**src/rtl/sdl_pixel_stream.sv**
```systemverilog
// Pixel stream front end: captures the beam sample, tags visible pixels and
// end-of-frame markers, and buffers them in a first-word-fall-through FIFO.
module sdl_pixel_stream #(
  parameter int H_RES      = 640,
  parameter int V_RES      = 480,
  parameter int FIFO_DEPTH = 16
) (
  input  logic                          i_clk,
  input  logic                          i_reset,
  input  logic [9:0]                    i_hpos,
  input  logic [9:0]                    i_vpos,
  input  logic                          i_visible,
  input  logic [7:0]                    i_r,
  input  logic [7:0]                    i_g,
  input  logic [7:0]                    i_b,
  output logic                          o_valid,
  input  logic                          i_ready,
  output logic [23:0]                   o_data,
  output logic [3:0]                    o_flags,
  output logic [$clog2(FIFO_DEPTH):0]   o_fill,
  output logic [15:0]                   o_frame_count,
  output logic                          o_overflow
);

  localparam int AW = $clog2(FIFO_DEPTH);
  localparam int PW = AW + 1;
  localparam logic [PW-1:0] FULL_XOR = PW'(FIFO_DEPTH);
  localparam logic [9:0] VSYNC_LINE = 10'(V_RES);

  if (H_RES < 1 || FIFO_DEPTH < 4 || (FIFO_DEPTH & (FIFO_DEPTH - 1)) != 0) begin : g_bad_params
    $error("sdl_pixel_stream: FIFO_DEPTH must be a power of two >= 4 and H_RES >= 1");
  end

  logic [23:0]   cap_rgb_q, cap_rgb_d;
  logic          cap_sol_q, cap_sol_d;
  logic          cap_first_q, cap_first_d;
  logic          cap_vsync_q, cap_vsync_d;
  logic          cap_vis_q, cap_vis_d;

  logic [PW-1:0] wr_ptr_q, wr_ptr_d;
  logic [PW-1:0] rd_ptr_q, rd_ptr_d;
  logic [15:0]   frame_q, frame_d;
  logic          ovf_q, ovf_d;
  logic [27:0]   mem_q [FIFO_DEPTH];
  logic [27:0]   mem_d [FIFO_DEPTH];

  logic          marker_req;
  logic          push_req;
  logic [27:0]   push_word;
  logic [PW-1:0] fill;
  logic          full;
  logic          valid;
  logic          pop;
  logic          push_ok;
  logic          drop;
  logic [27:0]   head;

  always_comb begin
    cap_rgb_d   = {i_r, i_g, i_b};
    cap_sol_d   = (i_hpos == 10'd0);
    cap_first_d = (i_vpos == 10'd0);
    cap_vsync_d = (i_vpos == VSYNC_LINE);
    cap_vis_d   = i_visible;
  end

  always_ff @(posedge i_clk) begin
    if (i_reset) begin
      cap_rgb_q   <= '0;
      cap_sol_q   <= 1'b0;
      cap_first_q <= 1'b0;
      cap_vsync_q <= 1'b0;
      cap_vis_q   <= 1'b0;
    end else begin
      cap_rgb_q   <= cap_rgb_d;
      cap_sol_q   <= cap_sol_d;
      cap_first_q <= cap_first_d;
      cap_vsync_q <= cap_vsync_d;
      cap_vis_q   <= cap_vis_d;
    end
  end

  // The marker is the first column of the vsync line, only when it is not itself a visible pixel.
  always_comb begin
    marker_req = ~cap_vis_q & cap_vsync_q & cap_sol_q;
    push_req   = cap_vis_q | marker_req;
    if (cap_vis_q) begin
      push_word = {cap_rgb_q, cap_vis_q, cap_vsync_q, cap_first_q, cap_sol_q};
    end else begin
      push_word = {24'h000000, 4'b0101};
    end
  end

  always_comb begin
    fill    = wr_ptr_q - rd_ptr_q;
    full    = ((wr_ptr_q ^ rd_ptr_q) == FULL_XOR);
    valid   = (fill != '0);
    pop     = valid & i_ready;
    push_ok = push_req & (~full | pop);
    drop    = push_req & full & ~pop;
  end

  always_comb begin
    wr_ptr_d = wr_ptr_q + PW'(push_ok);
    rd_ptr_d = rd_ptr_q + PW'(pop);
    frame_d  = frame_q + 16'(marker_req);
    ovf_d    = ovf_q | drop;
  end

  always_comb begin
    mem_d = mem_q;
    if (push_ok) begin
      mem_d[wr_ptr_q[AW-1:0]] = push_word;
    end
  end

  always_ff @(posedge i_clk) begin
    if (i_reset) begin
      wr_ptr_q <= '0;
      rd_ptr_q <= '0;
      frame_q  <= '0;
      ovf_q    <= 1'b0;
    end else begin
      wr_ptr_q <= wr_ptr_d;
      rd_ptr_q <= rd_ptr_d;
      frame_q  <= frame_d;
      ovf_q    <= ovf_d;
    end
  end

  // Storage is not reset; the pointers alone define which entries are live.
  always_ff @(posedge i_clk) begin
    mem_q <= mem_d;
  end

  always_comb begin
    head          = mem_q[rd_ptr_q[AW-1:0]];
    o_valid       = valid;
    o_data        = head[27:4];
    o_flags       = head[3:0];
    o_fill        = fill;
    o_frame_count = frame_q;
    o_overflow    = ovf_q;
  end

endmodule

```
**config.mk**
```make
export PLATFORM = sky130hd
export DESIGN_NAME = sdl_pixel_stream
export DESIGN_NICKNAME = d
export VERILOG_FILES = /design/src/rtl/sdl_pixel_stream.sv
export SDC_FILE = /design/constraint.sdc
export NUM_CORES = 1
export LEC_CHECK = 0
export ABC_CLOCK_PERIOD_IN_PS = 7250
export BUFFER_PORTS_ARGS = -buffer_cell sky130_fd_sc_hd__buf_2
export CAP_MARGIN = 10
export CORE_MARGIN = 1
export CORE_UTILIZATION = 25
export DETAILED_ROUTE_END_ITERATION = 6
export GPL_TIMING_DRIVEN = 0
export PLACE_DENSITY = 0.36
export SLEW_MARGIN = 25
export SYNTH_ARGS = -nofsm -noshare
export SYNTH_HDL_FRONTEND = slang
export SYNTH_SLANG_ARGS = --single-unit
```
**constraint.sdc**
```tcl
create_clock -name i_clk -period 7.25 [get_ports i_clk]
set_input_delay 1.8125 -clock i_clk [delete_from_list [all_inputs] [get_ports i_clk]]
set_output_delay 1.8125 -clock i_clk [all_outputs]
set_load 0.005 [all_outputs]
```
==> results of run 1 <==
[state kept, by name (all words and copies together), names as in the netlist]
| name | cells |
|---|---|
| mem_q | 448 |
| cap_rgb_q | 24 |
| o_frame_count | 16 |
| rd_ptr_q | 5 |
| wr_ptr_q | 5 |
| cap_first_q | 1 |
| cap_sol_q | 1 |
| cap_vis_q | 1 |
| cap_vsync_q | 1 |
| o_overflow | 1 |
[metal layers]
layer / track usage / wire (um)
met5: 0 / 0
met4: 0.0361 / 1020
met3: 0.0228 / 2140
met2: 0.211 / 24100
met1: 0.194 / 24900
[placed cells by master, fill, tap and decap left out, drive strengths merged]
master	instances
or2	2
o31ai	1
nor2	27
xor2	10
clkbuf	111
buf	211
nor3	15
a31oi	1
clkinv	15
and4	2
nand3	10
clkinvlp	2
o21ai	3
inv	13
nand2	42
nor4	10
a21oi	8
xnor2	10
nor2b	31
a22oi	56
and2	27
nand3b	1
mux4	112
or4	2
edfxtp	448
bufinv	4
fa	1
ha	10
or3	4
nand4	4
nand2b	6
and3	1
dfxtp	55
[stage by stage]
stage	cell area (um^2)	TNS [ps]	worst slack (ps)	util
after floorplan	19100	0	1660	-
after global placement	20800	-808900	-3860	0.275
after detailed placement	21600	0	2290	0.285
after CTS	23400	0	1620	0.309
after global routing	23400	0	1770	0.309
final	23400	0	1880	0.309
[power breakdown]
part           internal [uW]  switching (uW)  total (uW)
clock                   1680            1150        2830
sequential              3160            13.9        3170
combinational            559             633        1190
total                   5400            1800        7200
[cell families (layout without fill, tap and decap cells)]
family,count (synthesis),after routing,share of synthesized area
flip-flops,503,503,0.761
AND/OR/NAND/NOR,184,184,0.0507
multiplexers,112,112,0.132
AO/OA/AOI/OAI,69,69,0.0256
buffers and inverters,61,356,0.0136
XOR/XNOR,20,20,0.00916
adder cells (fa/ha/maj),11,11,0.00759
[worst min-delay path, cell delays in order, from the launching register on]
cell,delay [ps]
dfxtp_1,330
a21oi_1,50
nor2_1,70
[final cells by class]
cell class	instances	area, um^2
Clock buffer	83	1620
Clock inverter	21	209
Tap cell	978	1220
Fill cell	7453	52400
Buffer	48	213
Timing Repair Buffer	191	1150
Inverter	13	48.8
Sequential cell	503	14600
Multi-Input combinational cell	396	4390
[worst paths after layout]
| check | endpoint | start | slack, ps | cells past startpoint |
|---|---|---|---|---|
| worst min register to register | o_overflow | o_overflow | 480 | 2 |
| worst max-delay path | o_data[21] | rd_ptr_q[1] | 1880 | 7 |
| worst min-delay path | o_overflow | o_overflow | 480 | 2 |
| worst max register to register | mem_q[184] | rd_ptr_q[1] | 2840 | 15 |
==> impl_metrics.yaml, run 1 <==
final_layout:
  fin_nets: 1268
  n_antenna_cell: 0
  fin_cells: 2233
  syn_to_final_growth_pct: 22.5
  drive_above_1_share: 0.336
floorplan:
  io_pins: 99
  fp.dieH_um: 279
  die_w_um: 279
  die_area_um2: 77600
  start_util: 0.252
  core_region_area_um2: 75800
  row_count: 101
global_route:
  grt_pass1_wl_mm: 74.9
  overflow: 0
  grt_max_degree: 19
  grtUsageTotal: 0.135
  grt_pass1_vias: 10300
  antenna_found_initial: 0
sta:
  setup_viol: 0
  slew_viol_final: 0
  worstMarginPinSlew_ps: 1070
  finalHoldViolations: 0
  finalCritPeriodShare: 0.740
  slew_headroom: 0.288
  rsz0062_at_grt: "false"
  skew_ps: 13.7
  hold_slack_ps: 476
  max_freq_ghz: 0.186
  period_needed_ps: 5370
job:
  maxCapViolCount: 0
route:
  wl_per_cell_um: 23.4
  vias: 9847
  via_per_inst: 4.41
  drt-initial-drc-count: 819
  routed_wl_mm: 52.2
  drt_first_pass_iters: 5
  drc_errors: 0
  ant_nets: 0
cts:
  clkTransAtPathRegs_ps: 60
  holdBufCountCts: 0
  cts.repair.resized: 0
  numClockSinks: 503
  worstSkewPairLatency_ps: 610
  cts_tree: "yes"
  h-tree-depth: 2
  cts.path.max_buffers: 3
  cts_root_buf: "clkbuf_16"
  cts_setup_buffers: 0
  cts_buffers: 56
setup_path:
  path_cells: "buf_2 -> buf_2 -> clkbuf_1 -> mux4_2 -> a22oi_1 -> nand2_1 -> buf_2"
  worstSetupPathType: "flip-flop to primary output"
  critPathMaxFanout: 10
  path_buf_inv: 4
  critical_path.most_common_cell: "buf_2"
  slowest_stage: "clkbuf_1"
  critPathLaunchType: "flip-flop"
  slowest_delay_ps: 840
  crit_path_end_kind: "primary output"
  cp.required_ps: 5440
  crit_family: "buffers and inverters"
  critPathArrivalTime_ps: 3550
logic_synthesis:
  synthCells: 960
  syn-num-nets: 1019
  synthTopCellsByArea: "edfxtp_1, mux4_2, dfxtp_1"
  yosysSeqAreaShare: 0.761
  yosysWarnings: 0
  synth_most_common_cell: "edfxtp_1"
  synth_area_um2: 19100
  yosys-top-cells-count: "edfxtp_1, mux4_2, a22oi_1"
  synth_top_area_share: 0.704
  synth_top_area_cell: "edfxtp_1"
  ys_ff_latch: 503
  synth_edf_count: 448
  synth-async-reset-ratio: 0
  synth_cell_type_count: 36
  synth_ff_type: "edfxtp_1"
  avgSynthCellArea_um2: 19.9
run_status:
  outcome: "complete, no violations"
place:
  dp_cells: 2129
  dp.final_hpwl_mm: 35.8
  io_buffers: 97
  routabilityCongestion: 0.707
power_and_ir_drop:
  total_power_uw: 7200
  p_leak_uw: 0.00789
  power_density_nw_per_um2: 307
  irDropWorstVdd_uv: 173
worst_hold_path:
  hp-class: "flip-flop to flip-flop"
Power figures use the tool's default switching activity.
==> run 2: changes to the inputs <==
ABC_AREA = 1   (was unset)
ABC_CLOCK_PERIOD_IN_PS = 4450   (was 7250)
PLACE_DENSITY = 0.38   (was 0.36)
clock period = 4.45 ns   (was 7.25 ns; I/O delays follow)
==> run 2 against run 1 <==
Effect of this change: largest cell class unchanged; highest routed layer unchanged; setup slack got worse by 1600 ps; critical endpoint is now o_valid; hold slack worse by 22 ps; count of clock-buffer cells in the layout is 16 lower.
==> impl_metrics.yaml, run 2 <==
run_status:
  outcome: "complete, no violations"
logic_synthesis:
  synth_edf_count: 448
  synth_most_common_cell: "edfxtp_1"
  avgSynthCellArea_um2: 12.3
  synth_ff_type: "edfxtp_1"
  synth_top_area_cell: "edfxtp_1"
  yosysWarnings: 0
  synth_area_um2: 19900
  synth_top_area_share: 0.675
  synthCells: 1622
  syn-num-nets: 1681
  synth_cell_type_count: 39
  yosysSeqAreaShare: 0.730
  yosys-top-cells-count: "edfxtp_1, nor2_1, o21ai_0"
  ys_ff_latch: 503
  synthTopCellsByArea: "edfxtp_1, nor2_1, dfxtp_1"
  synth-async-reset-ratio: 0
setup_path:
  critPathMaxFanout: 10
  critPathLaunchType: "flip-flop"
  cp.required_ps: 3340
  slowest_delay_ps: 460
  path_buf_inv: 6
  cp.depth: 12
  r2r-start: "rd_ptr_q[1]"
  r2r_cells: 14
  rrSetupSlack_ps: 560
  endpoint: "o_valid"
  slowest_stage: "ha_1"
  critPathArrivalTime_ps: 3090
  r2r_end: "mem_q[219]"
  cp-startpoint: "rd_ptr_q[2]"
  worstSetupPathType: "flip-flop to primary output"
  path_cells: "buf_2 -> clkinvlp_4 -> clkbuf_2 -> ha_1 -> inv_2 -> nand2_1 -> nand2_1 -> nor2_1 -> nand3_1 -> nor2_1 -> inv_1 -> buf_2"
  crit_path_end_kind: "primary output"
  crit_family: "buffers and inverters"
sta:
  setup_viol: 0
  setup_tns_ps: 0
  finalHoldViolations: 0
  skew_ps: 28.7
  rsz0062_at_grt: "false"
  worstMarginPinSlew_ps: 973
  period_needed_ps: 4200
  slew_headroom: 0.351
  hold_slack_ps: 454
  slew_viol_final: 0
  max_freq_ghz: 0.238
  finalCritPeriodShare: 0.945
job:
  maxCapViolCount: 0
power_and_ir_drop:
  pwr-share-clk: 0.364
  swShare: 0.322
  p_seq_frac: 0.401
  p_switching_uw: 4150
  power_density_nw_per_um2: 535
  p_leak_uw: 0.00835
  irDropWorstVdd_uv: 325
  internal-power_uw: 8760
  p_comb_frac: 0.236
final_layout:
  nFillCells: 8009
  fin_cells: 2889
  drive_above_1_share: 0.154
  layout_commonest_cell: "edfxtp_1"
  top_register: "mem_q"
  layout_common_cells: "edfxtp_1, nor2_1, o21ai_0"
  n_antenna_cell: 0
  syn_to_final_growth_pct: 21.0
  largest_register_ffs: 448
  fin_nets: 1854
cts:
  h-tree-depth: 2
  clkTransAtPathRegs_ps: 60
  worstSkewPairLatency_ps: 620
  numClockSinks: 503
  cts_buffers: 57
  cts_root_buf: "clkbuf_16"
  cts_setup_buffers: 0
  cts.path.max_buffers: 3
  cts_tree: "yes"
place:
  routabilityCongestion: 0.793
  io_buffers: 97
  dp.final_hpwl_mm: 46.0
  dp_cells: 2787
floorplan:
  row_count: 103
  io_pins: 99
  fp.dieH_um: 284
  die_w_um: 284
  core_region_area_um2: 79000
  start_util: 0.252
  die_area_um2: 80900
route:
  routed_wl_mm: 66.5
  wl_per_cell_um: 23.0
  drt_first_pass_iters: 5
  vias: 13100
  drt-initial-drc-count: 972
  ant_nets: 0
  drc_errors: 0
  via_per_inst: 4.55
global_route:
  grt_pass1_vias: 13300
  overflow: 0
  antenna_found_initial: 0
  grt_max_degree: 20
  grtUsageTotal: 0.163
  grt_pass1_wl_mm: 95.2
worst_hold_path:
  hp-class: "flip-flop to flip-flop"
## run 2: worst min-delay path by stage
stage               start  cells after the start  slack, ps    endpoint
6_report       o_overflow                      2        450  o_overflow
5_1_grt        o_overflow                      2        480  o_overflow
4_1_cts        o_overflow                      2        460  o_overflow
3_5_place_dp   o_overflow                      2        450  o_overflow
3_3_place_gp   o_overflow                      2        440  o_overflow
2_1_floorplan  o_overflow                      2        450  o_overflow
## run 2: power groups by stage
stage | Sequential (uW) | Combinational, uW | Clock (uW)
after floorplan | 5260 | 1640 | 0
after global placement | 5280 | 3110 | 0
after detailed placement | 5280 | 3130 | 0
after CTS | 5180 | 3130 | 4800
after global routing | 5180 | 3340 | 4980
final | 5170 | 3040 | 4690
## run 2: logic make-up (layout without fill, tap and decap cells)
| kind of cell | count (synthesis) | after routing | share of synthesized area |
|---|---|---|---|
| simple gates | 538 | 538 | 0.109 |
| buf+inv | 194 | 411 | 0.0449 |
| compound gates | 373 | 373 | 0.107 |
| flops | 503 | 503 | 0.730 |
| xor+xnor | 3 | 3 | 0.00132 |
| fa+ha+maj | 11 | 11 | 0.00728 |
## run 2: worst register-to-register path: stages, from the launching register on
cell	delay (ps)
dfxtp_1	350
buf_4	200
inv_2	70
buf_6	180
clkbuf_1	690
ha_1	390
nand2_1	90
nand3_1	80
nand2_2	120
o21bai_2	100
nand2_2	90
nand2_4	150
buf_12	220
nor2_4	570
buf_16	250
## run 2: final cells by class
type / instances / area [um^2] / share of cell area
Clock buffer: 67 / 1500 / 0.0620
Timing Repair Buffer: 115 / 906 / 0.0376
Sequential cell: 503 / 14600 / 0.603
Multi-Input combinational cell: 925 / 4590 / 0.190
Tap cell: 1050 / 1310 / 0.0545
Inverter: 96 / 369 / 0.0153
Buffer: 97 / 529 / 0.0219
Clock inverter: 36 / 363 / 0.0150
## run 2: routing by layer
metal | vias to the layer above | routed length [um] | global-route usage
met4 | 0 | 1630 | 0.0446
li1 | 6167 | - | -
met5 | - | 0 | 0
met2 | 282 | 31400 | 0.267
met1 | 6610 | 30400 | 0.224
met3 | 77 | 3170 | 0.0262
## run 2: repair_timing
item / 4_1_cts / 5_1_grt
endpoints found under the setup margin: 6 / 4
hold buffers: 0 / 0
cloned: 0 / 0
pin swaps: 0 / 0
gates resized for setup: 1 / 4
## run 2: stage by stage
step	power, uW	instance area, um^2	utilization	worst slack (ps)
after floorplan	6900	19900	-	1030
after global placement	8380	21700	0.275	-1560
after detailed placement	8410	22300	0.282	339
after CTS	13100	24100	0.305	40.8
after global routing	13500	24100	0.305	26.2
final	12900	24100	0.305	246
==> run 3: changes to the inputs <==
BUFFER_PORTS_ARGS = unset   (was -buffer_cell sky130_fd_sc_hd__buf_2)
DONT_BUFFER_PORTS = 1   (was unset)
PLACE_DENSITY = 0.37   (was 0.38)
==> run 3 against run 2 <==
Effect of this change: clock skew shrank 10 ps; first-iteration DRC count grew 8.5%; sequential share of layout area grew 1.1 points; maximum frequency grew 0.25%; non-clock buffer count shrank 96; sequential cell count is the same; count of clock-buffer cells in the layout grew 15; die area is the same; clock power grew 1%.
==> impl_metrics.yaml, run 3 (synthesized netlist as in run 2, its figures left out) <==
cts:
  numClockSinks: 503
  cts_root_buf: "clkbuf_16"
  cts.path.max_buffers: 3
  h-tree-depth: 2
  worstSkewPairLatency_ps: 620
  clkTransAtPathRegs_ps: 60
  cts_buffers: 59
  cts_tree: "yes"
sta:
  rsz0062_at_grt: "false"
  max_freq_ghz: 0.238
  skew_ps: 18.4
  slew_headroom: 0.331
  fin_ws_ps: 256
  slew_viol_final: 0
  hold_slack_ps: 478
  finalCritPeriodShare: 0.942
  period_needed_ps: 4190
  finalHoldViolations: 0
  setup_tns_ps: 0
  setup_viol: 0
  worstMarginPinSlew_ps: 1000
place:
  routabilityCongestion: 0.780
  pre_cts_ws_ps: 152
  dp_cells: 2691
  dp.final_hpwl_mm: 46.2
  io_buffers: 0
final_layout:
  largest_register_ffs: 448
  layout_commonest_cell: "edfxtp_1"
  fin_nets: 1760
  top_register: "mem_q"
  fin_cells: 2800
  drive_above_1_share: 0.105
  syn_to_final_growth_pct: 18.8
  layout_common_cells: "edfxtp_1, nor2_1, o21ai_0"
  n_antenna_cell: 0
route:
  ant_nets: 0
  drt-initial-drc-count: 1055
  vias: 13000
  routed_wl_mm: 67.1
  via_per_inst: 4.64
  wl_per_cell_um: 23.9
  drc_errors: 0
  drt_first_pass_iters: 7
global_route:
  antenna_found_initial: 1
  overflow: 0
  grt_pass1_wl_mm: 95.3
  grt_max_degree: 20
  grt_pass1_vias: 12800
  grtUsageTotal: 0.165
power_and_ir_drop:
  total_power_uw: 12800
  irDropWorstVdd_uv: 304
  p_leak_uw: 0.00798
  power_density_nw_per_um2: 541
setup_path:
  critPathArrivalTime_ps: 3080
  worstSetupPathType: "flip-flop to primary output"
  cp.required_ps: 3340
  crit_path_end_kind: "primary output"
  critPathMaxFanout: 10
  critPathLaunchType: "flip-flop"
worst_hold_path:
  hp-class: "flip-flop to flip-flop"
floorplan:
  die_w_um: 284
  start_util: 0.252
  die_area_um2: 80900
  fp.dieH_um: 284
  row_count: 103
  core_region_area_um2: 79000
  io_pins: 99
job:
  maxCapViolCount: 0
run_status:
  outcome: "complete, no violations"
## run 3: cell count changes in the layout (fill, tap and decap cells not counted), moves of 2 or more
cell / change
clkbuf_2: -2
bufinv_16: -2
clkbuf_1: +9
clkinvlp_4: -5
clkbuf_16: +2
buf_2: -96
clkbuf_8: +5
## run 3: area by class of cell
type                            instances  area [um^2]
Clock buffer                           82         1640
Timing Repair Buffer                   19          443
Sequential cell                       503        14600
Clock inverter                         28          253
Inverter                               96          365
Buffer                                 97          528
Multi-Input combinational cell        925         4590
Tap cell                             1050         1310
Fill cell                            8014        55300
## run 3: per-stage QoR
step,util,cell area (um^2)
detailed placement,0.276,21800
CTS,0.300,23700
global route,0.300,23700
floorplan,-,19900
finish,0.300,23700
global placement,0.269,21300
## run 3: final timing paths
check / from / to / slack [ps] / depth (start not counted)
setup / recovery: rd_ptr_q[2] / o_valid / 260 / 11
hold / removal: o_overflow / o_overflow / 480 / 2
setup reg to reg: rd_ptr_q[2] / mem_q[353] / 490 / 17
hold reg to reg: o_overflow / o_overflow / 480 / 2
## run 3: worst max-delay path, cell delays in order (launching register included)
cell and delay (ps):
dfxtp_1 300, buf_2 240, clkinv_1 420, buf_2 430
ha_1 430, inv_2 60, nand2_1 60, nand2_1 90
nor2_1 120, nand3_1 130, nor2_1 110, inv_1 60
## run 3: report_power, final
part           internal, uW  switching (uW)  leakage (uW)
Clock                  2800            1970      0.000927
Combinational           743            2140       0.00252
Sequential             5150            21.3       0.00453
## run 3: layer usage
layer / wire, um / vias up / global-route usage
met3: 3470 / 90 / 0.0310
met5: 0 / - / 0
met2: 32300 / 348 / 0.275
met4: 1710 / 0 / 0.0454
li1: - / 5984 / -
met1: 29600 / 6580 / 0.218
## run 3: timing repair
item,4_1_cts,5_1_grt
endpoints found under the setup margin,1,3
hold buffers,0,0
setup buffers,0,0
gates resized for setup,1,1
